$ cat config.mk
export PLATFORM = sky130hd
export DESIGN_NAME = flag_branch_unit_flat
export DESIGN_NICKNAME = d
export VERILOG_FILES = /design/src/rtl/flag_branch_unit_if.sv /design/src/rtl/flag_branch_unit.sv /design/src/flat_wrapper.sv
export SDC_FILE = /design/constraint.sdc
export NUM_CORES = 1
export LEC_CHECK = 0
export CORE_AREA = 2 2 39 41
export CTS_BUF_LIST = sky130_fd_sc_hd__clkbuf_2
export DETAILED_ROUTE_END_ITERATION = 10
export DIE_AREA = 0 0 41 43
export PLACE_DENSITY_LB_ADDON = 0.25
export SLEW_MARGIN = 20
export SYNTH_ARGS = -nofsm -noshare
export SYNTH_HDL_FRONTEND = slang
export SYNTH_SLANG_ARGS = --single-unit
$ cat constraint.sdc
create_clock -name clk -period 2.98 [get_ports clk]
set_input_delay 0.745 -clock clk [delete_from_list [all_inputs] [get_ports clk]]
set_output_delay 0.745 -clock clk [all_outputs]
set_load 0.02 [all_outputs]
$ cat src/rtl/flag_branch_unit_if.sv
`default_nettype none
// ============================================================================
// Module      : flag_branch_unit_if
// Description : Bundles the EX-stage result, decode branch request and the
//               flag/branch outputs of flag_branch_unit.
//               master : the pipeline side, which drives EX/ID/flush.
//               slave  : flag_branch_unit, which returns flags, flag_we,
//                        br_taken, br_stall and br_redirect.
// Revision    : 1.0 - initial release
// ============================================================================
interface flag_branch_unit_if #(
    parameter int WIDTH = 16
);
    logic             ex_valid;
    logic             ex_stall;
    logic [3:0]       ex_opcode;
    logic [WIDTH-1:0] ex_result;
    logic             ex_ovfl;
    logic             id_branch;
    logic [2:0]       id_ccc;
    logic             flush;
    logic [2:0]       flags;        // {Z,V,N}
    logic             flag_we;
    logic             br_taken;
    logic             br_stall;
    logic             br_redirect;

    modport master (
        output ex_valid, ex_stall, ex_opcode, ex_result, ex_ovfl,
        output id_branch, id_ccc, flush,
        input  flags, flag_we, br_taken, br_stall, br_redirect
    );

    modport slave (
        input  ex_valid, ex_stall, ex_opcode, ex_result, ex_ovfl,
        input  id_branch, id_ccc, flush,
        output flags, flag_we, br_taken, br_stall, br_redirect
    );
endinterface
`default_nettype wire

$ cat src/rtl/flag_branch_unit.sv
`default_nettype none
// ============================================================================
// Module      : flag_branch_unit
// Description : Architectural Z/V/N flag register with per-opcode write masks
//               and branch-condition evaluation for the instruction in decode.
//               Produces a combinational br_taken, a registered br_redirect
//               toward fetch, and a flag-hazard stall.
// Ports       : clk, rst (synchronous, active high)
//               bus (slave) : ex_* EX result, id_* branch request, flush,
//                             flags {Z,V,N}, flag_we, br_taken, br_stall,
//                             br_redirect
// Config      : FLAG_BYPASS_EN - when defined, branches see the flag values
//               being written this cycle and br_stall is tied to 0; when
//               undefined, a branch depending on an in-flight flag write
//               stalls one cycle.
// Revision    : 1.0 - initial release
// ============================================================================
module flag_branch_unit #(
    parameter int WIDTH = 16
) (
    input  wire              clk,
    input  wire              rst,
    flag_branch_unit_if.slave bus
);
    localparam logic [2:0] c_CCC_ALWAYS = 3'b111;

    logic [2:0] r_flags;
    logic       r_redirect;

    logic       w_wr;
    logic       w_wr_z;     // opcode writes Z
    logic       w_wr_vn;    // opcode writes V and N
    logic [2:0] w_next_flags;
    logic [2:0] w_eff_flags;
    logic       w_cond;
    logic       w_stall;
    logic       w_taken;

    assign w_wr = bus.ex_valid & ~bus.ex_stall;

    always_comb begin
        w_wr_z  = 1'b0;
        w_wr_vn = 1'b0;
        case (bus.ex_opcode)
            4'b0000, 4'b0001: begin     // ADD, SUB
                w_wr_z  = 1'b1;
                w_wr_vn = 1'b1;
            end
            4'b0010, 4'b0100, 4'b0101, 4'b0110: begin  // XOR, SLL, SRA, ROR
                w_wr_z  = 1'b1;
            end
            default: ;
        endcase
    end

    // Every writing opcode writes Z, so Z's mask doubles as the write flag.
    assign bus.flag_we = w_wr & w_wr_z;

    always_comb begin
        w_next_flags = r_flags;
        if (bus.flag_we) begin
            w_next_flags[2] = (bus.ex_result == '0);
            if (w_wr_vn) begin
                w_next_flags[1] = bus.ex_ovfl;
                w_next_flags[0] = bus.ex_result[WIDTH-1];
            end
        end
    end

`ifdef FLAG_BYPASS_EN
    assign w_eff_flags = w_next_flags;
    assign w_stall     = 1'b0;
`else
    assign w_eff_flags = r_flags;
    assign w_stall     = bus.id_branch & bus.flag_we & (bus.id_ccc != c_CCC_ALWAYS);
`endif

    // w_eff_flags = {Z,V,N}
    always_comb begin
        w_cond = 1'b0;
        case (bus.id_ccc)
            3'b000:  w_cond = ~w_eff_flags[2];
            3'b001:  w_cond =  w_eff_flags[2];
            3'b010:  w_cond = ~w_eff_flags[2] & ~w_eff_flags[0];
            3'b011:  w_cond =  w_eff_flags[0];
            3'b100:  w_cond =  w_eff_flags[2] | ~w_eff_flags[0];
            3'b101:  w_cond =  w_eff_flags[0] |  w_eff_flags[2];
            3'b110:  w_cond =  w_eff_flags[1];
            default: w_cond = 1'b1;
        endcase
    end

    assign w_taken = bus.id_branch & w_cond & ~w_stall;

    always_ff @(posedge clk) begin
        if (rst) begin
            r_flags    <= 3'b000;
            r_redirect <= 1'b0;
        end else begin
            r_flags    <= w_next_flags;
            r_redirect <= w_taken & ~bus.flush;
        end
    end

    assign bus.flags       = r_flags;
    assign bus.br_taken    = w_taken;
    assign bus.br_stall    = w_stall;
    assign bus.br_redirect = r_redirect;
endmodule
`default_nettype wire

$ cat src/flat_wrapper.sv
// flat-port wrapper written by rule: the top's interface ports become plain ports
module flag_branch_unit_flat 
#(
    parameter int WIDTH = 16
)
  (clk, rst, bus_ex_valid, bus_ex_stall, bus_ex_opcode, bus_ex_result, bus_ex_ovfl, bus_id_branch, bus_id_ccc, bus_flush, bus_flags, bus_flag_we, bus_br_taken, bus_br_stall, bus_br_redirect);
  flag_branch_unit_if #(.WIDTH(WIDTH)) bus_i ();
  input  wire clk;
  input  wire rst;
  input wire logic [$bits(bus_i.ex_valid)-1:0] bus_ex_valid;
  input wire logic [$bits(bus_i.ex_stall)-1:0] bus_ex_stall;
  input wire logic [$bits(bus_i.ex_opcode)-1:0] bus_ex_opcode;
  input wire logic [$bits(bus_i.ex_result)-1:0] bus_ex_result;
  input wire logic [$bits(bus_i.ex_ovfl)-1:0] bus_ex_ovfl;
  input wire logic [$bits(bus_i.id_branch)-1:0] bus_id_branch;
  input wire logic [$bits(bus_i.id_ccc)-1:0] bus_id_ccc;
  input wire logic [$bits(bus_i.flush)-1:0] bus_flush;
  output wire logic [$bits(bus_i.flags)-1:0] bus_flags;
  output wire logic [$bits(bus_i.flag_we)-1:0] bus_flag_we;
  output wire logic [$bits(bus_i.br_taken)-1:0] bus_br_taken;
  output wire logic [$bits(bus_i.br_stall)-1:0] bus_br_stall;
  output wire logic [$bits(bus_i.br_redirect)-1:0] bus_br_redirect;
  assign bus_i.ex_valid = bus_ex_valid;
  assign bus_i.ex_stall = bus_ex_stall;
  assign bus_i.ex_opcode = bus_ex_opcode;
  assign bus_i.ex_result = bus_ex_result;
  assign bus_i.ex_ovfl = bus_ex_ovfl;
  assign bus_i.id_branch = bus_id_branch;
  assign bus_i.id_ccc = bus_id_ccc;
  assign bus_i.flush = bus_flush;
  assign bus_flags = bus_i.flags;
  assign bus_flag_we = bus_i.flag_we;
  assign bus_br_taken = bus_i.br_taken;
  assign bus_br_stall = bus_i.br_stall;
  assign bus_br_redirect = bus_i.br_redirect;
  flag_branch_unit #(.WIDTH(WIDTH)) u_core (.clk(clk), .rst(rst), .bus(bus_i));
endmodule
* Yosys cells after proc, flatten, opt, wreduce, memory -nomap -nowiden
Cells that the tools add are included.
Storage, ports and cells: logic and storage cells 39, input port bits 30, output and inout port bits 7, register bits 4
Operators by class: reductions and logical operators 6, muxes and demuxes 3, equality and inequality tests 12, bitwise gates (word level) 15
Operators with widths (number):
- 16-bit zero test | 1
- 4-bit by 3-bit == test with 1-bit output (second input constant) | 3
- 3-bit == test (second input constant) | 3
- 1-bit bitwise AND | 8
- 1-bit case mux with 7 select lines | 1
- 3-bit by 2-bit == test with 1-bit output (second input constant) | 2
- 6-bit OR reduction | 1
- 1-bit NOT | 5
- 4-bit by 1-bit == test with 1-bit output (second input constant) | 1
- 4-bit by 2-bit == test with 1-bit output (second input constant) | 1
- 4-bit zero test | 1
- 3-bit by 1-bit == test with 1-bit output (second input constant) | 1
- 3-bit zero test | 1
- 3-bit != test (second input constant) | 1
- 1-bit 2-to-1 mux | 2
- 1-bit OR | 2
- 2-bit AND reduction | 1
- 2-bit OR reduction | 1

* Longest topological paths before layout
Gate-level depths: netlist of the first run.
word-level depth 9, mapped depth 4

* Worst setup path before layout of the first run
OpenSTA, ideal clock, no wires.
path type input port to output port, from input bus_ex_opcode[3], to output bus_br_stall, path slack 0.430 ns, stages on the path 4, path buffers 0, arrival 1.805 ns, path through or3b_1 > a21o_1 > a31o_2 > nor2_1
Between the ends: word-level cells in the longest chain between the ends 6
RTL lines:
- start: declaration | RTL line flat_wrapper.sv:12 | input wire logic [$bits(bus_i.ex_opcode)-1:0] bus_ex_opcode;
- 4-bit by 2-bit == test with 1-bit output (tied with other cells) | RTL line flag_branch_unit.sv:44 | case (bus.ex_opcode)
- 6-bit OR reduction (no line) *
- 1-bit 2-to-1 mux * | RTL line flag_branch_unit.sv:44
- 1-bit bitwise AND * | RTL line flag_branch_unit.sv:57 | assign bus.flag_we = w_wr & w_wr_z;
- 1-bit bitwise AND * (2 in series) | RTL line flag_branch_unit.sv:75 | assign w_stall = bus.id_branch & bus.flag_we & (bus.id_ccc != c_CCC_ALWAYS);
- end: declaration | RTL line flat_wrapper.sv:21 | output wire logic [$bits(bus_i.br_stall)-1:0] bus_br_stall;
Mark *: on every way between the ends. The rest lies on a longest branch, timed or not.

* Final worst setup path of the first run
from input bus_id_ccc[1], to output bus_br_taken
Between the ends: word-level cells in the longest chain between the ends 4
RTL lines:
- start: declaration | RTL line flat_wrapper.sv:16 | input wire logic [$bits(bus_i.id_ccc)-1:0] bus_id_ccc;
- 3-bit == test (tied with other cells) | RTL line flag_branch_unit.sv:81 | case (bus.id_ccc)
- 1-bit case mux with 7 select lines / 1-bit bitwise AND (equally long branches) | RTL line flag_branch_unit.sv:81, flag_branch_unit.sv:75
- 1-bit bitwise AND / 1-bit NOT (equally long branches) | RTL line flag_branch_unit.sv:93 | assign w_taken = bus.id_branch & w_cond & ~w_stall;
- 1-bit bitwise AND * | RTL line flag_branch_unit.sv:93
- end: declaration | RTL line flat_wrapper.sv:20 | output wire logic [$bits(bus_i.br_taken)-1:0] bus_br_taken;
Marked as above.

==> summary.md, run 1 <==
| Metric | Value |
|---|---|
| Status | completed |
| Top sig layer | met3 |
| Max rail drop VDD | 151 uV |
| Critical path origin | bus_id_ccc[1] |
| Antenna cell count | 0 |
| Avg Inst Size Synth | 7.61 sq um |
| Fin crit period | 2760 ps |
| DR DRC count | 0 |
| Worst R2R Path Depth | 4 |
| Worst-skew pair later-pin latency | 210 ps |
| Global placement routability congestion | 0.654 |
| Slowest Stage Delay on Critical Path | 420 ps |
| Synth Instances | 35 |
| Critical path's top delay family | buffers and inverters |
| Final period util | 92.7% |
| CTS Sinks | 4 |
| Total wire length | 896 um |
| Grt ovf | 0 |
| Slew @ Worst Pin | 263 ps |
| Vias per cell | 4.56 |
| Achievable Freq | 362 MHz |
| First-pass GRT wire length | 1410 um |
| Register Area | 80.1 sq um |
| Critical path type | input pin to output port |
| Yosys warnings | 0 |
| Avg WL per Cell | 9.53 um |
| Final ANT Viol Nets | 0 |
| Vias in the first global route | 388 |
| I/O Pins | 37 |
| Max-slew headroom | 82.3% |
| HP Class | register to register |
| Chip width | 41 um |
| Layout net count | 110 |
| Cell taking the most area after synthesis | dfxtp_1 |
| RSZ-0062 raised after global routing | no |
| Total power | 0.167 mW |
| First drt pass iteration count | 1 |
| Worst path bufs/invs | 2 |
| Via Count | 429 |
| Largest cells by area after synthesis | dfxtp_1, mux2i_1, nor2_1 |
| Crit path depth | 6 |
| Largest net degree at the start of global routing | 6 |
| Leakage | 0.323 nW |
| Initial Util | 19.3% |
| R2R setup slack | 1960 ps |
| Die area | 1760 sq um |
| Slew Limit Fails | 0 |
| Layout fillers | 155 |
| Hold EP | u_core.bus.flags[2] |
| Final hold viol count | 0 |
| Vert. Die Dim | 43 um |
| Pwr per Cell Area | 236 nW/um^2 |
| Initial antenna violation count | 0 |
| H-tree depth | 1 |
| Hold Crit Depth | 2 |
| Met1 wire length | 349 um |
| HP Start | u_core.bus.flags[2] |
| CTS tree | done |
| Layout cell share with drive strength beyond 1 | 16.7% |
| Skew final | 7.91 ps |
| CTS Buf Count | 3 |
| Crit-path cells | clkdlybuf4s50_1 > o21ai_0 > mux2i_1 > nand3_1 > and3_4 > buf_6 |
| Port bufs | 36 |
| Yosys top cell area share | 30.0% |
| CTS clk-pin slew, worst paths | 40 ps |
| Max FO, Critical Path | 2 |
| Critical Path End Type | output port |
| Worst path required time | 2240 ps |
| Seq/Total Area, Yosys | 30.0% |
| 1st-iter DRT viols | 0 |
| Multi-input gate area | 186 sq um |
| Area growth syn-to-layout | 165% |
| Met3 WL post-DR | 95 um |
| Worst hold slack | 502 ps |
| Synthesized Nets | 65 |
| Synthesis-stage register bit count | 4 |
| Slowest cell on crit path | clkdlybuf4s50_1 |
| CP Launch Type | input pin |
| Mapped cell area | 267 sq um |
| Yosys cell types | 20 |
| WP data arrival | 2020 ps |
| Worst reg2reg path startpoint | u_core.bus.flags[0] |
| Finish-stage setup viols | 0 |
| Clock buffer depth | 2 |
| # rows | 14 |
| Std-Cell Core Area | 1380 sq um |
| FF-to-FF End | u_core.bus.br_redirect |
| DP HPWL | 770 um |
| Metal2 WL | 451 um |
| MaxCap Viol Count | 0 |
| Root buffer cell | clkbuf_2 |
| Gr usage total | 12.0% |
==> layout make-up <==
cell class / instances / share of cell area [%]
repair buffers: 40 / 56.2
multi-input cells: 29 / 26.4
flip-flops and latches: 4 / 11.3
well taps: 16 / 2.84
clock buffers: 3 / 2.13
inverters: 2 / 1.06
==> how the worst max path moves through the flow <==
stage              endpoint
5_1_grt        bus_br_taken
2_1_floorplan  bus_br_stall
3_3_place_gp   bus_br_stall
6_report       bus_br_taken
4_1_cts        bus_br_taken
3_5_place_dp   bus_br_stall
==> placed cells by master (no fill, tap or decap), drive strengths merged, types with 2 or more instances in the layout <==
master	count
nor2	7
clkdlybuf4s50	30
clkbuf	3
o21ai	3
dfxtp	4
inv	2
nor4	3
buf	6
dlymetal6s2s	3
mux2i	3
==> worst min-delay path: stages (launching register included) <==
cell      delay, ps
dfxtp_1         320
nand3b_1         80
o21ai_1          50
==> cells in the mapped netlist <==
library cell / n
inv_1: 2
dfxtp_1: 4
nor2b_1: 1
a21o_1: 1
o21ai_0: 2
nor2_1: 7
nand3b_1: 1
nor3_1: 1
nand4_1: 1
a31o_2: 1
or4_1: 1
or3_2: 1
o21ai_1: 1
nand3_1: 1
and4_1: 1
or3b_1: 1
nor4_1: 3
mux2i_1: 3
nand2_1: 1
and3_1: 1
==> power breakdown <==
group | switching (mW) | internal (mW) | total (mW)
Combinational | 0.0172 | 0.0457 | 0.0629
Clock | 0.0220 | 0.0270 | 0.0490
Sequential | 0.000355 | 0.0545 | 0.0549
==> per-stage QoR <==
| stage | area (sq um) | worst slack [ps] | std cells | util (%) | setup TNS [ps] |
|---|---|---|---|---|---|
| floorplan | 267 | 430 | 35 | - | 0 |
| detailed placement | 677 | -400 | 91 | 48.9 | -1050 |
| global placement | 677 | -391 | 91 | 48.9 | -1030 |
| CTS | 687 | 5.01 | 94 | 49.6 | 0 |
| global route | 706 | 104 | 94 | 51.0 | 0 |
| finish | 706 | 216 | 94 | 51.0 | 0 |
==> registers in the layout, indices dropped and copies added, names as in the netlist <==
signal,cells
u_core.bus.flags,3
u_core.bus.br_redirect,1
==> routing by layer <==
layer / GRT usage, % / vias to the layer above
met2: 18.4 / 22
met4: 6.00 / 0
met1: 12.8 / 188
met5: 0 / -
li1: - / 219
met3: 6.28 / 0
==> what timing repair did <==
action,in CTS,in global routing
buffers inserted,0,0
hold buffers,0,0
gates resized for setup,11,7
setup endpoints to repair,3,3
pin swaps,0,1
==> cells by family after synthesis <==
logic type / synth area share [%]
muxes: 11.3
AOI/OAI and AO/OA: 11.7
and+or+nand+nor: 44.1
buffers and inverters: 2.82
DFF: 30.0
Power figures use the tool's default switching activity.
==> inputs of run 2 (changes only) <==
==> constraint.sdc (replaced) <==
create_clock -name clk -period 3.15 [get_ports clk]
set_input_delay 0.7875 -clock clk [delete_from_list [all_inputs] [get_ports clk]]
set_output_delay 0.7875 -clock clk [all_outputs]
set_load 0.02 [all_outputs]
==> summary.md, run 2 (synthesis gave the netlist of run 1 again) <==
| Metric | Value |
|---|---|
| Status | completed (unchanged) |
| Initial Util | 19.3% (unchanged) |
| Finish-stage setup viols | 0 (unchanged) |
| Hold Crit Depth | 2 (unchanged) |
| Initial antenna violation count | 0 (unchanged) |
| Largest net degree at the start of global routing | 6 (unchanged) |
| First drt pass iteration count | 1 (unchanged) |
| Layout cell share with drive strength beyond 1 | 14.1% (was 16.7%) |
| CTS clk-pin slew, worst paths | 40 ps (about the same) |
| CP Launch Type | input pin (unchanged) |
| Final period util | 97.1% |
| Commonest non-fill, non-tap cell in the layout | clkdlybuf4s50_1 (unchanged) |
| Area post-placement | 677 sq um (unchanged) |
| Leakage | 0.298 nW (was 0.323 nW) |
| DR DRC count | 0 (unchanged) |
| Root buffer cell | clkbuf_2 (unchanged) |
| Multi-input gate area | 179 sq um (was 186 sq um) |
| Gr usage total | 12.0% (unchanged) |
| Hold_buf cts | 0 (unchanged) |
| Skew final | 7.87 ps (was 7.91 ps) |
| Clock buffer depth | 2 (unchanged) |
| DP HPWL | 770 um (unchanged) |
| 1st-iter DRT viols | 0 (unchanged) |
| DP Worst Slack | -315 ps (was -400 ps) |
| Vias in the first global route | 388 (unchanged) |
| Port bufs | 36 (unchanged) |
| Final ANT Viol Nets | 0 (unchanged) |
| I/O Pins | 37 (unchanged) |
| First-pass GRT wire length | 1410 um (unchanged) |
| Vert. Die Dim | 43 um (unchanged) |
| Achievable Freq | 327 MHz |
| Chip width | 41 um (unchanged) |
| Std-Cell Core Area | 1380 sq um (unchanged) |
| CTS tree | done (unchanged) |
| Largest register FFs | 3 (unchanged) |
| Max FO, Critical Path | 3 (was 2) |
| Max rail drop VDD | 143 uV (was 151 uV) |
| Layout fillers | 151 (was 155) |
| H-tree depth | 1 (unchanged) |
| Worst-skew pair later-pin latency | 210 ps (about the same) |
| Vias per cell | 4.53 (was 4.56) |
| Worst path required time | 2360 ps (was 2240 ps) |
| Pwr per Cell Area | 228 nW/um^2 (was 236 nW/um^2) |
| HP Class | register to register (unchanged) |
| R2R setup slack | 2130 ps (was 1960 ps) |
| Avg WL per Cell | 9.33 um (was 9.53 um) |
| Via Count | 426 (was 429) |
| Final non-filler cell area | 681 sq um (was 706 sq um) |
| Slew Limit Fails | 0 (unchanged) |
| Layout net count | 110 (unchanged) |
| Area growth syn-to-layout | 155% (was 165%) |
| Commonest non-fill, non-tap cells in the layout | clkdlybuf4s50_1, nor2_1, buf_4, dfxtp_1 (was clkdlybuf4s50_1, nor2_1, buf_4) |
| Die area | 1760 sq um (unchanged) |
| Max-slew headroom | 82.3% (about the same) |
| Total wire length | 877 um (was 896 um) |
| Slew @ Worst Pin | 263 ps (about the same) |
| Final hold viol count | 0 (unchanged) |
| Final WS setup | 92.0 ps (was 216 ps) |
| Setup bufs post-CTS | 0 (unchanged) |
| WP data arrival | 2270 ps (was 2020 ps) |
| Critical Path End Type | output port (unchanged) |
| Worst R2R Path Depth | 4 (unchanged) |
| Antenna cell count | 0 (unchanged) |
| Critical path type | input pin to output port (unchanged) |
| Fin crit period | 3060 ps |
| MaxCap Viol Count | 0 (unchanged) |
| Register Area | 80.1 sq um (unchanged) |
| RSZ-0062 raised after global routing | no (unchanged) |
| CTS Sinks | 4 (unchanged) |
| Grt ovf | 0 (unchanged) |
| # rows | 14 (unchanged) |
| Global placement routability congestion | 0.654 (unchanged) |
| CTS Buf Count | 3 (unchanged) |
[run 2: timing repair]
item / 4_1_cts / 5_1_grt
pin swaps: 0 / 0
resized for setup: 8 / 1
hold endpoints to repair: 0 / 0
setup endpoints to repair: 3 / 1
[run 2: critical path: stages]
cell and delay (ps):
clkdlybuf4s50_1 440, or3b_1 350, a21o_1 180, a31o_2 230, and3_1 140, buf_2 150
[run 2: cell type report]
class | instances | area share (%)
timing repair buffer | 40 | 55.7
multi-input combinational | 29 | 26.3
sequential | 4 | 11.8
tap | 16 | 2.94
clock buffer | 3 | 2.21
inverter | 2 | 1.10
[run 2: metrics by stage]
| stage | util (%) | setup TNS [ps] | power, mW | std cells | hold slack [ps] |
|---|---|---|---|---|---|
| global placement | 48.9 | -771 | 0.111 | 91 | 506 |
| finish | 49.2 | 0 | 0.155 | 94 | 502 |
| global route | 49.2 | 0 | 0.170 | 94 | 556 |
| detailed placement | 48.9 | -793 | 0.112 | 91 | 499 |
| floorplan | - | 0 | 0.0644 | 35 | 571 |
| CTS | 49.6 | 0 | 0.160 | 94 | 510 |
[run 2: final timing paths]
| path | end | start |
|---|---|---|
| hold reg to reg | u_core.bus.flags[2] | u_core.bus.flags[2] |
| hold / removal | u_core.bus.flags[2] | u_core.bus.flags[2] |
| setup / recovery | bus_br_taken | bus_ex_valid |
| setup reg to reg | u_core.bus.br_redirect | u_core.bus.flags[0] |
[run 2: where the power goes]
part / internal, mW / switching, mW / total, mW
clock: 0.0256 / 0.0208 / 0.0464
combinational: 0.0413 / 0.0157 / 0.0570
sequential: 0.0516 / 0.000339 / 0.0519
total: 0.118 / 0.0369 / 0.155
[run 2: layer usage]
metal | vias to the layer above | global-route usage (%) | wire length [um]
li1 | 219 | - | -
met2 | 22 | 18.4 | 433
met4 | 0 | 6.00 | 0
met1 | 185 | 12.8 | 348
met3 | 0 | 6.28 | 95
met5 | - | 0 | 0
